## src/rtl/sound_mailbox_if.sv

```systemverilog
// sound_mailbox_if: bus bundle between the 68k/Z80 decode logic and the sound mailbox.
// The master modport drives the bus inputs and the slave modport drives the mailbox outputs.
interface sound_mailbox_if;
    // 68k side
    logic       m68k_sound_latch_cs;
    logic       m68k_rw;
    logic       m68k_lds_n;
    logic [7:0] m68k_wdata;
    // Z80 side
    logic       z80_clk_en;
    logic       z80_latch_r_cs;
    logic       z80_latch_clr_cs;
    logic       z80_rd_n;
    logic       z80_m1_n;
    logic       z80_iorq_n;
    // Mailbox outputs
    logic [7:0] z80_latch_dout;
    logic       latch_pending;
    logic       latch_overflow;
    logic       z80_int_n;

    modport master (
        output m68k_sound_latch_cs, m68k_rw, m68k_lds_n, m68k_wdata,
        output z80_clk_en, z80_latch_r_cs, z80_latch_clr_cs, z80_rd_n, z80_m1_n, z80_iorq_n,
        input  z80_latch_dout, latch_pending, latch_overflow, z80_int_n
    );

    modport slave (
        input  m68k_sound_latch_cs, m68k_rw, m68k_lds_n, m68k_wdata,
        input  z80_clk_en, z80_latch_r_cs, z80_latch_clr_cs, z80_rd_n, z80_m1_n, z80_iorq_n,
        output z80_latch_dout, latch_pending, latch_overflow, z80_int_n
    );
endinterface

```

## src/rtl/sound_mailbox.sv

```systemverilog
// sound_mailbox: 68k->Z80 sound command latch plus the Z80 periodic interrupt.
// Define SOUND_MAILBOX_FIFO_EN to replace the single command register with a 4-entry FIFO.
// All outputs are registered; bus events go through registered edge detectors first.
module sound_mailbox #(
    parameter int unsigned IRQ_DIV = 512
) (
    input logic            clk_sys,
    input logic            reset_n,
    sound_mailbox_if.slave bus
);

    logic wr_act, rd_act, int_ack;
    assign wr_act  = bus.m68k_sound_latch_cs & ~bus.m68k_rw & ~bus.m68k_lds_n;
    assign rd_act  = bus.z80_latch_r_cs & ~bus.z80_rd_n;
    assign int_ack = ~bus.z80_m1_n & ~bus.z80_iorq_n;

    // Previous-value registers reset to 1 so a level still held after reset is not an edge.
    logic       wr_prev_q, rd_prev_q, clr_prev_q;
    logic       push_q, pop_q, clr_q;
    logic [7:0] push_data_q;

    // Edge detection: one-cycle action pulses, write data captured with the push pulse.
    always_ff @(posedge clk_sys or negedge reset_n) begin
        if (!reset_n) begin
            wr_prev_q   <= 1'b1;
            rd_prev_q   <= 1'b1;
            clr_prev_q  <= 1'b1;
            push_q      <= 1'b0;
            pop_q       <= 1'b0;
            clr_q       <= 1'b0;
            push_data_q <= 8'h00;
        end else begin
            wr_prev_q  <= wr_act;
            rd_prev_q  <= rd_act;
            clr_prev_q <= bus.z80_latch_clr_cs;
            push_q     <= wr_act & ~wr_prev_q;
            pop_q      <= ~rd_act & rd_prev_q;
            clr_q      <= bus.z80_latch_clr_cs & ~clr_prev_q;
            if (wr_act && !wr_prev_q) begin
                push_data_q <= bus.m68k_wdata;
            end
        end
    end

    logic [7:0] dout_q;
    logic       pending_q, overflow_q;

`ifdef SOUND_MAILBOX_FIFO_EN
    logic [7:0] mem_q [4];
    logic [7:0] mem_d [4];
    logic [1:0] rd_ptr_q, rd_ptr_d, wr_idx;
    logic [2:0] count_q, count_d;
    logic       overflow_d, do_push, do_pop;
    logic [7:0] dout_d;

    // Next FIFO state: clear is applied before push; a pop frees a slot for a same-cycle push.
    always_comb begin
        mem_d      = mem_q;
        rd_ptr_d   = rd_ptr_q;
        count_d    = count_q;
        overflow_d = overflow_q;
        do_pop     = pop_q && (count_q != 3'd0);
        do_push    = push_q && ((count_q != 3'd4) || do_pop);
        wr_idx     = rd_ptr_q + count_q[1:0];
        if (clr_q) begin
            rd_ptr_d   = 2'd0;
            overflow_d = 1'b0;
            count_d    = {2'b00, push_q};
            if (push_q) begin
                mem_d[0] = push_data_q;
            end
        end else begin
            if (push_q && !do_push) begin
                overflow_d = 1'b1;
            end
            if (do_push) begin
                mem_d[wr_idx] = push_data_q;
            end
            if (do_pop) begin
                rd_ptr_d = rd_ptr_q + 2'd1;
            end
            count_d = count_q + {2'b00, do_push} - {2'b00, do_pop};
        end
        dout_d = (count_d == 3'd0) ? 8'h00 : mem_d[rd_ptr_d];
    end

    // FIFO state and registered outputs.
    always_ff @(posedge clk_sys or negedge reset_n) begin
        if (!reset_n) begin
            for (int i = 0; i < 4; i++) begin
                mem_q[i] <= 8'h00;
            end
            rd_ptr_q   <= 2'd0;
            count_q    <= 3'd0;
            overflow_q <= 1'b0;
            pending_q  <= 1'b0;
            dout_q     <= 8'h00;
        end else begin
            mem_q      <= mem_d;
            rd_ptr_q   <= rd_ptr_d;
            count_q    <= count_d;
            overflow_q <= overflow_d;
            pending_q  <= (count_d != 3'd0);
            dout_q     <= dout_d;
        end
    end
`else
    // Reads leave the single register untouched.
    logic unused_pop;
    assign unused_pop = pop_q;

    // Single command register: clear first, then push; a push over a pending byte overflows.
    always_ff @(posedge clk_sys or negedge reset_n) begin
        if (!reset_n) begin
            dout_q     <= 8'h00;
            pending_q  <= 1'b0;
            overflow_q <= 1'b0;
        end else begin
            if (clr_q) begin
                pending_q  <= push_q;
                overflow_q <= 1'b0;
            end else if (push_q) begin
                pending_q  <= 1'b1;
                overflow_q <= overflow_q | pending_q;
            end
            if (push_q) begin
                dout_q <= push_data_q;
            end
        end
    end
`endif

    logic [15:0] irq_cnt_q;
    logic        irq_wrap;
    logic        int_n_q;
    assign irq_wrap = bus.z80_clk_en && (irq_cnt_q == 16'(IRQ_DIV - 1));

    // IRQ timer: request set at wrap, held until M1+IORQ acknowledge; a wrap wins over an ack.
    always_ff @(posedge clk_sys or negedge reset_n) begin
        if (!reset_n) begin
            irq_cnt_q <= 16'd0;
            int_n_q   <= 1'b1;
        end else begin
            if (bus.z80_clk_en) begin
                irq_cnt_q <= irq_wrap ? 16'd0 : irq_cnt_q + 16'd1;
            end
            if (irq_wrap) begin
                int_n_q <= 1'b0;
            end else if (int_ack) begin
                int_n_q <= 1'b1;
            end
        end
    end

    assign bus.z80_latch_dout = dout_q;
    assign bus.latch_pending  = pending_q;
    assign bus.latch_overflow = overflow_q;
    assign bus.z80_int_n      = int_n_q;

endmodule

```

## src/flat_wrapper.sv

```systemverilog
// flat-port wrapper written by rule: the top's interface ports become plain ports
module sound_mailbox_flat 
#(
    parameter int unsigned IRQ_DIV = 512
)
  (clk_sys, reset_n, bus_m68k_sound_latch_cs, bus_m68k_rw, bus_m68k_lds_n, bus_m68k_wdata, bus_z80_clk_en, bus_z80_latch_r_cs, bus_z80_latch_clr_cs, bus_z80_rd_n, bus_z80_m1_n, bus_z80_iorq_n, bus_z80_latch_dout, bus_latch_pending, bus_latch_overflow, bus_z80_int_n);
  sound_mailbox_if bus_i ();
  input logic clk_sys;
  input logic reset_n;
  input wire logic [$bits(bus_i.m68k_sound_latch_cs)-1:0] bus_m68k_sound_latch_cs;
  input wire logic [$bits(bus_i.m68k_rw)-1:0] bus_m68k_rw;
  input wire logic [$bits(bus_i.m68k_lds_n)-1:0] bus_m68k_lds_n;
  input wire logic [$bits(bus_i.m68k_wdata)-1:0] bus_m68k_wdata;
  input wire logic [$bits(bus_i.z80_clk_en)-1:0] bus_z80_clk_en;
  input wire logic [$bits(bus_i.z80_latch_r_cs)-1:0] bus_z80_latch_r_cs;
  input wire logic [$bits(bus_i.z80_latch_clr_cs)-1:0] bus_z80_latch_clr_cs;
  input wire logic [$bits(bus_i.z80_rd_n)-1:0] bus_z80_rd_n;
  input wire logic [$bits(bus_i.z80_m1_n)-1:0] bus_z80_m1_n;
  input wire logic [$bits(bus_i.z80_iorq_n)-1:0] bus_z80_iorq_n;
  output wire logic [$bits(bus_i.z80_latch_dout)-1:0] bus_z80_latch_dout;
  output wire logic [$bits(bus_i.latch_pending)-1:0] bus_latch_pending;
  output wire logic [$bits(bus_i.latch_overflow)-1:0] bus_latch_overflow;
  output wire logic [$bits(bus_i.z80_int_n)-1:0] bus_z80_int_n;
  assign bus_i.m68k_sound_latch_cs = bus_m68k_sound_latch_cs;
  assign bus_i.m68k_rw = bus_m68k_rw;
  assign bus_i.m68k_lds_n = bus_m68k_lds_n;
  assign bus_i.m68k_wdata = bus_m68k_wdata;
  assign bus_i.z80_clk_en = bus_z80_clk_en;
  assign bus_i.z80_latch_r_cs = bus_z80_latch_r_cs;
  assign bus_i.z80_latch_clr_cs = bus_z80_latch_clr_cs;
  assign bus_i.z80_rd_n = bus_z80_rd_n;
  assign bus_i.z80_m1_n = bus_z80_m1_n;
  assign bus_i.z80_iorq_n = bus_z80_iorq_n;
  assign bus_z80_latch_dout = bus_i.z80_latch_dout;
  assign bus_latch_pending = bus_i.latch_pending;
  assign bus_latch_overflow = bus_i.latch_overflow;
  assign bus_z80_int_n = bus_i.z80_int_n;
  sound_mailbox #(.IRQ_DIV(IRQ_DIV)) u_core (.clk_sys(clk_sys), .reset_n(reset_n), .bus(bus_i));
endmodule
```

## config.mk

```make
export PLATFORM = sky130hd
export DESIGN_NAME = sound_mailbox_flat
export DESIGN_NICKNAME = d
export VERILOG_FILES = /design/src/rtl/sound_mailbox_if.sv /design/src/rtl/sound_mailbox.sv /design/src/flat_wrapper.sv
export SDC_FILE = /design/constraint.sdc
export NUM_CORES = 1
export LEC_CHECK = 0
export ABC_AREA = 0
export BUFFER_PORTS_ARGS = -buffer_cell sky130_fd_sc_hd__buf_2
export CAP_MARGIN = 15
export CORE_MARGIN = 3
export CORE_UTILIZATION = 25
export CTS_BUF_LIST = sky130_fd_sc_hd__clkbuf_4 sky130_fd_sc_hd__clkbuf_8 sky130_fd_sc_hd__clkbuf_16
export DETAILED_ROUTE_END_ITERATION = 10
export PLACE_DENSITY_LB_ADDON = 0.15
export SYNTH_ARGS = -nofsm -noshare
export SYNTH_HDL_FRONTEND = slang
export SYNTH_SLANG_ARGS = --single-unit
```

## constraint.sdc

```tcl
create_clock -name clk_sys -period 3.9 [get_ports clk_sys]
set_clock_uncertainty 0.15 [all_clocks]
set_input_delay 0.78 -clock clk_sys [delete_from_list [all_inputs] [get_ports clk_sys]]
set_output_delay 0.78 -clock clk_sys [all_outputs]
set_load 0.02 [all_outputs]
```

# Word level (Yosys, flattened, before mapping)
# Index checks and enable logic that the tools add are counted.
[word_totals]
inputBits = 19
ff_bits = 39
output_inout_bits = 11
[classes]
eq_ne = 1
mux = 7
reduce_logical = 5
addsub = 1
bitwise_logic = 12
[op_table]
columns = ["operator", "n"]
rows = [
  ["$add A16 B1 Y16 const B", 1],
  ["$eq A16 B9 Y1 const B", 1],
  ["$mux W16", 1],
  ["$mux W1", 6],
  ["$not A1 Y1", 6],
  ["$and A1 B1 Y1", 5],
  ["$reduce_bool A2 Y1", 2],
  ["$logic_and A1 B1 Y1", 2],
  ["$logic_not A1 Y1", 1],
  ["$or A1 B1 Y1", 1],
]

# Depth between registers and ports, before layout
# Gate-level depths: netlist of the first run.
[logic_depth]
word_depth = 4
depth_mapped = 5
mapped_depth_nobuf = 5

# Worst setup path after synthesis of the first run
# No wires, ideal clock.
[synth_timing]
kind = "input-to-reg"
startpoint = "input port bus_z80_clk_en"
endpoint = "register u_core.irq_cnt_q[0]"
required_time_ps = 3625
n_path_buf = 1
path_stages = 5
setup_ps = 125
setup_slack_ps = 1827
t_arrival_ps = 1798
cell_sequence = "buf_2 nand4_2 nor4_4 nor2_2 mux2_4"
[synth_via]
elab_chain_len = 2
[synth_rtl]
columns = ["item", "line_no", "rtl"]
rows = [
  ["start: declaration", "flat_wrapper.sv:14", "input wire logic [$bits(bus_i.z80_clk_en)-1:0] bus_z80_clk_en;"],
  ["$logic_and A1 B1 Y1", "sound_mailbox.sv:136", "assign irq_wrap = bus.z80_clk_en && (irq_cnt_q == 16'(IRQ_DIV - 1));"],
  ["$mux W16", "sound_mailbox.sv:145", "irq_cnt_q <= irq_wrap ? 16'd0 : irq_cnt_q + 16'd1;"],
  ["end signal: assignment", "sound_mailbox.sv:145", ""],
  ["end: declaration", "sound_mailbox.sv:133", "logic [15:0] irq_cnt_q;"],
]
# Parallel ways exist; a longest one is shown, timed or not.
# A chain may end at the register's enable or synchronous reset.

# Worst setup path after layout of the first run
[layout_timing]
startpoint = "input port bus_m68k_rw"
endpoint = "register u_core.push_data_q[1]"
[layout_via]
elab_chain_len = 4
[layout_rtl]
columns = ["item", "line_no", "rtl"]
rows = [
  ["start: declaration", "flat_wrapper.sv:11", "input wire logic [$bits(bus_i.m68k_rw)-1:0] bus_m68k_rw;"],
  ["$not A1 Y1", "sound_mailbox.sv:13", "assign wr_act = bus.m68k_sound_latch_cs & ~bus.m68k_rw & ~bus.m68k_lds_n;"],
  ["$and A1 B1 Y1 (2 in a row)", "sound_mailbox.sv:13", ""],
  ["net u_core.wr_act", "sound_mailbox.sv:12", "logic wr_act, rd_act, int_ack;"],
  ["$logic_and A1 B1 Y1", "sound_mailbox.sv:39", "if (wr_act && !wr_prev_q) begin"],
  ["end signal: assignment", "sound_mailbox.sv:40", "push_data_q <= bus.m68k_wdata;"],
  ["end: declaration", "sound_mailbox.sv:20", "logic [7:0] push_data_q;"],
]
# The timed path passes the listed nets, and every way through them passes these cells.

==> results of run 1 <==
==> Yosys cell counts <==
cell      instances
or4_1             1
a21oi_1           2
o21ai_0           1
nor2b_1           2
mux2_4            1
dfstp_2           3
nand4_1           3
or4b_4            1
inv_1             3
xor2_1            3
nor3b_1           1
nor2_1            9
nor4_1            1
nand2_1           7
a21o_1            1
nor4_4            1
nand4_2           1
nor2_2            1
nor3_1            2
mux2_2           16
buf_2             2
and4_1            2
ha_1              1
dfrtp_1          36
clkbuf_1          1
or3_1             1
o22ai_1           1
and3_2            1
xnor2_1          10
nand3_1           5
==> where the power goes <==
group	leakage [nW]	total (mW)	switching [mW]	internal, mW
clock	0.0688	0.400	0.137	0.263
sequential	0.483	0.556	0.0687	0.488
combinational	0.329	0.217	0.114	0.104
==> cell families after synthesis <==
family / share of synthesized area (%)
AO/OA/AOI/OAI: 1.81
XOR/XNOR: 7.17
adder cells (fa/ha/maj): 0.788
buffers and inverters: 1.58
flip-flops: 61.7
multiplexers: 12.3
AND/OR/NAND/NOR: 14.7
==> state kept, by name (all words and copies together), names as in the netlist <==
register                   count
u_core.bus.z80_int_n           1
u_core.bus.latch_pending       1
u_core.wr_prev_q               1
u_core.irq_cnt_q              16
u_core.bus.z80_latch_dout      8
u_core.push_q                  1
u_core.push_data_q             8
u_core.bus.latch_overflow      1
u_core.clr_q                   1
u_core.clr_prev_q              1
==> per-stage QoR <==
stage          utilization (%)  area [µm²]  hold WS [ns]  std cells
2_1_floorplan                -        1590         0.253        120
3_3_place_gp              29.9        1800         0.260        219
3_5_place_dp              29.9        1800         0.260        219
4_1_cts                   32.2        1940         0.274        227
5_1_grt                   32.2        1940         0.316        227
6_report                  32.2        1940         0.273        227
==> worst register-to-register path, cell delays in order, from the launching register on <==
cell     delay [ns]
dfrtp_1        0.41
or4b_4         0.56
nor4_4         0.46
nor2_2         0.06
mux2_4         0.26
==> cell type report <==
class	instances	area share (%)
Sequential cell	39	50.5
Multi-Input combinational cell	75	30.1
Timing Repair Buffer	27	6.97
Tap cell	75	4.84
Clock buffer	6	3.94
Clock inverter	2	3.10
Inverter	3	0.581
==> routing by layer <==
metal	global-route usage [%]	share of wire, %	vias up	wire, µm
li1	-	-	472	-
met1	10.4	44	488	1300
met2	15.3	47	23	1390
met3	3.55	6.8	6	200
met4	3.88	2.0	0	58
met5	0	0	-	0
==> how the worst max path moves through the flow <==
stage	startpoint	to	slack [ns]	cells past startpoint
detailed placement	bus_m68k_rw	u_core.push_data_q[1]$_DFFE_PN0P_	1.33	4
CTS	bus_m68k_rw	u_core.push_data_q[7]$_DFFE_PN0P_	1.65	4
global route	bus_m68k_rw	u_core.push_data_q[3]$_DFFE_PN0P_	1.56	4
floorplan	bus_z80_clk_en	u_core.irq_cnt_q[0]$_DFFE_PN0P_	1.83	5
global placement	bus_m68k_rw	u_core.push_data_q[6]$_DFFE_PN0P_	1.39	4
finish	bus_m68k_rw	u_core.push_data_q[1]$_DFFE_PN0P_	1.67	4
==> flow_summary.json, run 1 <==
{
  "drtPass1Iterations": 4,
  "setup.worst_path.end_class": "flip-flop",
  "maxSlewViolCount": 0,
  "min_period_over_period_pct": 57.2,
  "syn_nets": 140,
  "drtIter0Drc": 20,
  "worstHoldEndpoint": "u_core.bus.latch_overflow$_DFFE_PN0P_",
  "antenna_found_initial": 0,
  "fp.dieW_um": 85.7,
  "dp_hpwl_um": 2040,
  "num_vias": 989,
  "layout_commonest_cell": "dfrtp_1",
  "status": "finished, final reports clean",
  "globalplace.congestion": 0.770,
  "critPathBufInv": 1,
  "clkSinkCount": 39,
  "yosysUniqueCellTypes": 30,
  "startpoint_type": "primary input",
  "synth.cell_area_um2": 1590,
  "vias_per_cell": 4.36,
  "die_h_um": 85.7,
  "post_cts_buffers": 0,
  "power.leakage_nw": 0.880,
  "yosysWarnings": 0,
  "maxCapViolCount": 0,
  "area_growth_pct": 22.1,
  "syn_avg_cell_area_um2": 13.2,
  "reg2regPathDepth": 4,
  "nNetsFinal": 171,
  "row_count": 28,
  "synth_top_area_share_pct": 56.7,
  "drtAntennaViolNets": 0,
  "grt_usage_pct": 9.14,
  "htree_levels": 2,
  "drt-total-wl_um": 2950,
  "ctsHoldBuffers": 0,
  "cts-root-buf": "clkbuf_8",
  "final.setup.worst_slack_ns": 1.67,
  "nFillCells": 605,
  "port_buffers": 27,
  "critPathRequiredTime_ns": 3.93,
  "arrival_ns": 2.26,
  "wl_per_cell_um": 13.0,
  "p_per_area_nw_per_um2": 605,
  "regArea_um2": 980,
  "hold-path-cell-count": 1,
  "worstHoldPathType": "flip-flop to flip-flop",
  "r2r_end": "u_core.irq_cnt_q[0]$_DFFE_PN0P_",
  "reg2reg_slack_ns": 1.88,
  "setup_viol": 0,
  "core_area_um2": 6030,
  "post-place-ws_ns": 1.33,
  "start_util_pct": 26.3,
  "drc": 0,
  "syn_inst": 120,
  "min_period_ns": 2.23,
  "slowest_delay_ns": 0.72,
  "antenna_cells": 0,
  "crit_type": "primary input to flip-flop",
  "worstHoldStart": "u_core.clr_q$_DFF_PN0_",
  "grt_first_pass_wirelength_um": 5180,
  "rsz0062_at_grt": "no",
  "yosysSeqAreaShare_pct": 61.7,
  "cp_max_fo": 9,
  "synth_seq_cells": 39,
  "overflow": 0,
  "max_slew_margin_pct": 41.9,
  "fmax_ghz": 0.448,
  "num_io_pins": 30,
  "cts_resized": 0,
  "ys_top_cells_by_area": "dfrtp_1 (57%), mux2_2 (11%), xnor2_1 (5.5%)",
  "hold_viol": 0,
  "drive_gt1_share_pct": 39.5,
  "setup_tns_ns": 0,
  "regToRegStartpoint": "u_core.irq_cnt_q[12]$_DFFE_PN0P_",
  "die-area_um2": 7340,
  "yosysTopAreaCell": "dfrtp_1",
  "insertion_delay_ns": 0.29,
  "peakVddDrop_v": 0.000212,
  "grt_pass1_vias": 1099,
  "slowest_stage": "nor2b_1",
  "grt_start_max_net_pins": 40,
  "clockBufferDepth": 2,
  "path_cells": "buf_2, nor3b_1, nor2b_1, mux2_2",
  "multiInputGateArea_um2": 583,
  "cts_buffers": 5,
  "final_cell_mix": "dfrtp_1 (36), buf_2 (27), mux2_2 (16)",
  "path_delay_family": "simple AND/OR/NAND/NOR gates",
  "finalPower_mw": 1.17,
  "tightest_slew_ns": 0.871,
  "tritoncts": "built",
  "path_clk_slew_ns": 0.08
}
No activity file was read; power rests on OpenSTA's default activity.
==> inputs of run 2 (changes only) <==
==> constraint.sdc (replaced) <==
create_clock -name clk_sys -period 2.2 [get_ports clk_sys]
set_clock_uncertainty 0.15 [all_clocks]
set_input_delay 0.44 -clock clk_sys [delete_from_list [all_inputs] [get_ports clk_sys]]
set_output_delay 0.44 -clock clk_sys [all_outputs]
set_load 0.02 [all_outputs]
==> run 2 against run 1 <==
Via count up 0.81%. Sequential power up 76%. Count of clock-buffer cells in the layout unchanged. Routed wire length down 2.4%. Combinational power up 76%. Die area unchanged. Non-clock buffer count up 4. Final cell count up 1.8%. Worst hold slack worse by 0.22 ns. Clock power up 78%. Register-to-register slack worse by 1.5 ns. Global-route usage down 0.56 points. Largest cell class unchanged. Largest power group unchanged.
==> flow_summary.json, run 2 (same netlist as run 1, synthesis figures left out) <==
{
  "globalplace.congestion": 0.744,
  "internal_power_mw": 1.52,
  "slowest_delay_ns": 0.56,
  "slowest_stage": "or4b_4",
  "path_clk_slew_ns": 0.08,
  "fp.dieW_um": 85.7,
  "clkSinkCount": 39,
  "wl_per_cell_um": 12.4,
  "area_growth_pct": 24.0,
  "setup.worst_path.end_class": "flip-flop",
  "finalPower_mw": 2.07,
  "critPathBufInv": 0,
  "maxSlewViolCount": 0,
  "drc": 0,
  "cp_max_fo": 4,
  "tightest_slew_ns": 0.491,
  "cp.depth": 4,
  "fin_cells": 231,
  "r2r_end": "u_core.irq_cnt_q[0]$_DFFE_PN0P_",
  "grt_first_pass_wirelength_um": 4890,
  "setup_tns_ns": 0,
  "multiInputGateArea_um2": 583,
  "drive_gt1_share_pct": 41.0,
  "core_area_um2": 6030,
  "dpl_cell_area_um2": 1830,
  "hold_viol": 0,
  "num_io_pins": 30,
  "p_per_area_nw_per_um2": 1050,
  "status": "finished, final reports clean",
  "final_cell_mix": "dfrtp_1 (36), buf_2 (27), mux2_2 (16)",
  "path_cells": "or4b_4, nor4_4, nor2_2, mux2_4",
  "insertion_delay_ns": 0.29,
  "fin_area_um2": 1970,
  "startpoint": "u_core.irq_cnt_q[12]$_DFFE_PN0P_",
  "cts_buffers": 5,
  "max_slew_margin_pct": 67.2,
  "num_vias": 997,
  "die_h_um": 85.7,
  "drt-total-wl_um": 2870,
  "post_cts_buffers": 0,
  "crit_type": "flip-flop to flip-flop",
  "setup_viol": 0,
  "drtAntennaViolNets": 0,
  "grt_start_max_net_pins": 40,
  "p_clk_share_pct": 34.3,
  "comb_power_share_pct": 18.5,
  "nFillCells": 603,
  "min_period_over_period_pct": 81.4,
  "clockBufferDepth": 2,
  "cts-root-buf": "clkbuf_8",
  "final.setup.worst_slack_ns": 0.408,
  "nNetsFinal": 175,
  "htree_levels": 2,
  "reg2reg_slack_ns": 0.41,
  "regArea_um2": 980,
  "layout_commonest_cell": "dfrtp_1",
  "vias_per_cell": 4.32,
  "rsz0062_at_grt": "no",
  "grt_pass1_vias": 1075,
  "port_buffers": 27,
  "swShare_pct": 26.8,
  "path_delay_family": "simple AND/OR/NAND/NOR gates",
  "ctsHoldBuffers": 0,
  "tritoncts": "built",
  "place_inst": 223,
  "dp_hpwl_um": 2030,
  "fmax_ghz": 0.558,
  "drtIter0Drc": 29,
  "largest_reg_flops": 16,
  "post-place-ws_ns": 0.415,
  "switchingPower_uw": 555,
  "peakVddDrop_v": 0.000330,
  "reg2regPathDepth": 4,
  "critPathRequiredTime_ns": 2.22,
  "grt_usage_pct": 8.58,
  "antenna_cells": 0,
  "die-area_um2": 7340,
  "maxCapViolCount": 0,
  "row_count": 28,
  "start_util_pct": 26.3,
  "cp-endpoint": "u_core.irq_cnt_q[0]$_DFFE_PN0P_",
  "arrival_ns": 1.82,
  "antenna_found_initial": 0,
  "power_frac_seq_pct": 47.2,
  "cts_resized": 0,
  "drtPass1Iterations": 3,
  "power.leakage_nw": 0.900,
  "worstHoldPathType": "primary input to asynchronous set/reset pin",
  "top_register": "u_core.irq_cnt_q",
  "regToRegStartpoint": "u_core.irq_cnt_q[12]$_DFFE_PN0P_",
  "startpoint_type": "flip-flop",
  "min_period_ns": 1.79,
  "overflow": 0
}
## run 2: cell types whose count changed in the layout (fill, tap and decap cells not counted)
cell	change
buf_4	+4
## run 2: cell type report
type / instances / share of cell area (%)
tap: 75 / 4.76
clock buffer: 6 / 3.88
timing repair buffer: 31 / 8.39
sequential: 39 / 49.7
inverter: 3 / 0.572
multi-input combinational: 75 / 29.6
clock inverter: 2 / 3.05
## run 2: worst min-delay path by stage
stage                            from                                  endpoint  slack, ns
2_1_floorplan                 reset_n     u_core.bus.latch_overflow$_DFFE_PN0P_     -0.006
3_3_place_gp   u_core.clr_q$_DFF_PN0_     u_core.bus.latch_overflow$_DFFE_PN0P_       0.26
3_5_place_dp   u_core.clr_q$_DFF_PN0_     u_core.bus.latch_overflow$_DFFE_PN0P_       0.27
4_1_cts                       reset_n  u_core.bus.z80_latch_dout[3]$_DFFE_PN0P_       0.06
5_1_grt                       reset_n                    u_core.clr_q$_DFF_PN0_       0.08
6_report                      reset_n  u_core.bus.z80_latch_dout[4]$_DFFE_PN0P_       0.05
## run 2: metrics by stage
stage          hold slack, ns  utilization [%]
3_3_place_gp            0.261             30.4
6_report               0.0539             32.7
4_1_cts                0.0649             32.7
3_5_place_dp            0.273             30.4
2_1_floorplan        -0.00559                -
5_1_grt                0.0819             32.7
## run 2: metal layers
layer | vias up | routed length (µm) | GRT usage (%)
met1 | 488 | 1260 | 9.65
met3 | 6 | 205 | 3.84
met4 | 0 | 46 | 3.45
li1 | 480 | - | -
met2 | 23 | 1360 | 14.2
met5 | - | 0 | 0
## run 2: power by group through the flow
stage,Combinational (mW),Clock [mW],Sequential [mW]
2_1_floorplan,0.200,0,1.04
3_3_place_gp,0.383,0,0.989
3_5_place_dp,0.392,0,0.996
4_1_cts,0.394,0.731,0.983
5_1_grt,0.433,0.766,1.00
6_report,0.383,0.712,0.979
==> inputs of run 3 (changes only) <==
==> constraint.sdc (replaced) <==
create_clock -name clk_sys -period 1.7 [get_ports clk_sys]
set_clock_uncertainty 0.15 [all_clocks]
set_input_delay 0.34 -clock clk_sys [delete_from_list [all_inputs] [get_ports clk_sys]]
set_output_delay 0.34 -clock clk_sys [all_outputs]
set_load 0.02 [all_outputs]
==> run 3 against run 2 <==
The run now ends with negative setup slack left. Clock power up 28%. Via count increased by 7.8%. Final cell count rose by 6.9%. Worst setup slack worse by 0.48 ns. Critical path depth unchanged. Routed wire length increased by 4.2%. Worst hold slack gained 0.079 ns. Total power is 32% higher. Combinational power grew 46%. Register-to-register slack lost 0.48 ns. Fmax up 0.97%. Critical endpoint unchanged.
==> flow_summary.json, run 3 (same netlist as run 1, synthesis figures left out) <==
{
  "tritoncts": "built",
  "dp_hpwl_um": 2260,
  "fin_hold_ws_ns": 0.133,
  "area_growth_pct": 32.9,
  "num_io_pins": 30,
  "status": "complete, but fails checks",
  "nNetsFinal": 191,
  "worstHoldStart": "bus_z80_m1_n",
  "fin_area_um2": 2110,
  "met3_length_um": 193,
  "drtAntennaViolNets": 0,
  "largest_reg_flops": 16,
  "violations": "negative setup slack",
  "final_cell_mix": "dfrtp_1 (36), buf_2 (27), buf_4 (18)",
  "setup_viol": 7,
  "top_register": "u_core.irq_cnt_q",
  "drt-total-wl_um": 3000,
  "p_clk_share_pct": 33.3,
  "layout_commonest_cell": "dfrtp_1",
  "cts-root-buf": "clkbuf_8",
  "min_period_over_period_pct": 104,
  "fmax_ghz": 0.564,
  "post_cts_buffers": 0,
  "clkSinkCount": 39,
  "tightest_slew_ns": 0.431,
  "die-area_um2": 7340,
  "comb_power_share_pct": 20.5,
  "die_h_um": 85.7,
  "fp.dieW_um": 85.7,
  "clockBufferDepth": 2,
  "r2r_end": "u_core.irq_cnt_q[0]$_DFFE_PN0P_",
  "vias_per_cell": 4.35,
  "regToRegStartpoint": "u_core.irq_cnt_q[13]$_DFFE_PN0P_",
  "cts_buffers": 5,
  "wl_met2_um": 1420,
  "path_delay_family": "simple AND/OR/NAND/NOR gates",
  "antenna_found_initial": 0,
  "critPathBufInv": 0,
  "reg2regPathDepth": 4,
  "row_count": 28,
  "crit_type": "flip-flop to flip-flop",
  "rsz0062_at_grt": "yes",
  "antenna_cells": 0,
  "slowest_delay_ns": 0.55,
  "power_frac_seq_pct": 46.2,
  "maxSlewViolCount": 0,
  "wl_per_cell_um": 12.1,
  "nFillCells": 614,
  "startpoint_type": "flip-flop",
  "grt_pass1_vias": 1123,
  "top_layer": "met4",
  "path_clk_slew_ns": 0.07,
  "switchingPower_uw": 725,
  "drc": 0,
  "hold_viol": 0,
  "insertion_delay_ns": 0.28,
  "slowest_stage": "or4b_4",
  "dpl_cell_area_um2": 1940,
  "final.setup.worst_slack_ns": -0.0745,
  "critPathRequiredTime_ns": 1.72,
  "peakVddDrop_v": 0.000503,
  "min_period_ns": 1.77,
  "internal_power_mw": 2.01,
  "worstHoldPathType": "primary input to flip-flop",
  "drtPass1Iterations": 5,
  "p_per_area_nw_per_um2": 1300,
  "grt_first_pass_wirelength_um": 5230,
  "drive_gt1_share_pct": 47.7,
  "worstHoldEndpoint": "u_core.bus.z80_int_n$_DFFE_PN1P_",
  "arrival_ns": 1.80,
  "hold-path-cell-count": 4,
  "maxCapViolCount": 0,
  "wl_met1_um": 1320,
  "globalplace.congestion": 0.746,
  "reg2reg_slack_ns": -0.07,
  "cp_max_fo": 2,
  "core_area_um2": 6030,
  "grt_usage_pct": 9.13,
  "grt_start_max_net_pins": 23,
  "path_cells": "or4b_4, nor4_4, nor2_2, mux2_4",
  "htree_levels": 2,
  "overflow": 0,
  "setup.worst_path.end_class": "flip-flop",
  "drtIter0Drc": 22,
  "power.leakage_nw": 0.980,
  "max_slew_margin_pct": 71.3,
  "port_buffers": 27,
  "num_vias": 1075,
  "swShare_pct": 26.5,
  "start_util_pct": 26.3
}
## run 3: cell count changes in the layout (fill, tap and decap cells not counted), sizes merged
cell         before  now
buf              31   45
dlygate4sd3       0    2
## run 3: routing by layer
metal	global-route usage (%)	vias to the layer above
met5	0	-
met4	4.03	0
met3	3.55	6
met2	14.8	28
met1	10.8	525
li1	-	516
## run 3: how the worst max path moves through the flow
stage / from / endpoint / slack [ns] / depth (start not counted)
after floorplan: u_core.irq_cnt_q[11]$_DFFE_PN0P_ / u_core.irq_cnt_q[0]$_DFFE_PN0P_ / -0.13 / 4
after global placement: u_core.irq_cnt_q[11]$_DFFE_PN0P_ / u_core.irq_cnt_q[0]$_DFFE_PN0P_ / -0.05 / 4
after detailed placement: bus_m68k_rw / u_core.push_data_q[4]$_DFFE_PN0P_ / -0.09 / 5
after CTS: u_core.irq_cnt_q[14]$_DFFE_PN0P_ / u_core.irq_cnt_q[1]$_DFFE_PN0P_ / -0.07 / 4
after global routing: u_core.irq_cnt_q[13]$_DFFE_PN0P_ / u_core.irq_cnt_q[0]$_DFFE_PN0P_ / -0.13 / 4
final: u_core.irq_cnt_q[13]$_DFFE_PN0P_ / u_core.irq_cnt_q[0]$_DFFE_PN0P_ / -0.07 / 4
## run 3: what timing repair did
| item | in CTS | in global routing |
|---|---|---|
| hold buffers | 2 | 0 |
| pin swaps | 1 | 4 |
| endpoints found under the hold margin | 37 | 0 |
| setup endpoints to repair | 7 | 8 |
| gates resized for setup | 0 | 3 |
## run 3: tightest hold or removal path, cell delays in order
cell,delay [ns]
buf_2,0.07
nor2_1,0.03
nor2_1,0.08
nor2_1,0.04
## run 3: metrics by stage
step | utilization (%) | cells | total power [mW] | TNS [ns] | worst slack, ns
2_1_floorplan | - | 120 | 1.61 | -0.135 | -0.135
3_3_place_gp | 32.2 | 237 | 1.81 | -0.0841 | -0.0492
3_5_place_dp | 32.2 | 237 | 1.84 | -0.806 | -0.0869
4_1_cts | 34.8 | 247 | 2.77 | -0.325 | -0.0740
5_1_grt | 35.0 | 247 | 2.90 | -0.773 | -0.133
6_report | 35.0 | 247 | 2.73 | -0.330 | -0.0745
## run 3: cell type report
cell class / instances / area, µm² / area share [%]
clock buffer: 6 / 76.3 / 3.62
clock inverter: 2 / 60.1 / 2.85
inverter: 3 / 11.3 / 0.534
multi-input combinational: 75 / 598 / 28.4
sequential: 39 / 980 / 46.4
tap: 75 / 93.8 / 4.45
timing repair buffer: 47 / 290 / 13.8
## run 3: power groups by stage
stage | Clock (mW) | Combinational, mW | Sequential (mW)
2_1_floorplan | 0 | 0.258 | 1.35
3_3_place_gp | 0 | 0.541 | 1.27
6_report | 0.911 | 0.559 | 1.26
5_1_grt | 0.991 | 0.614 | 1.29
4_1_cts | 0.950 | 0.557 | 1.27
3_5_place_dp | 0 | 0.554 | 1.28
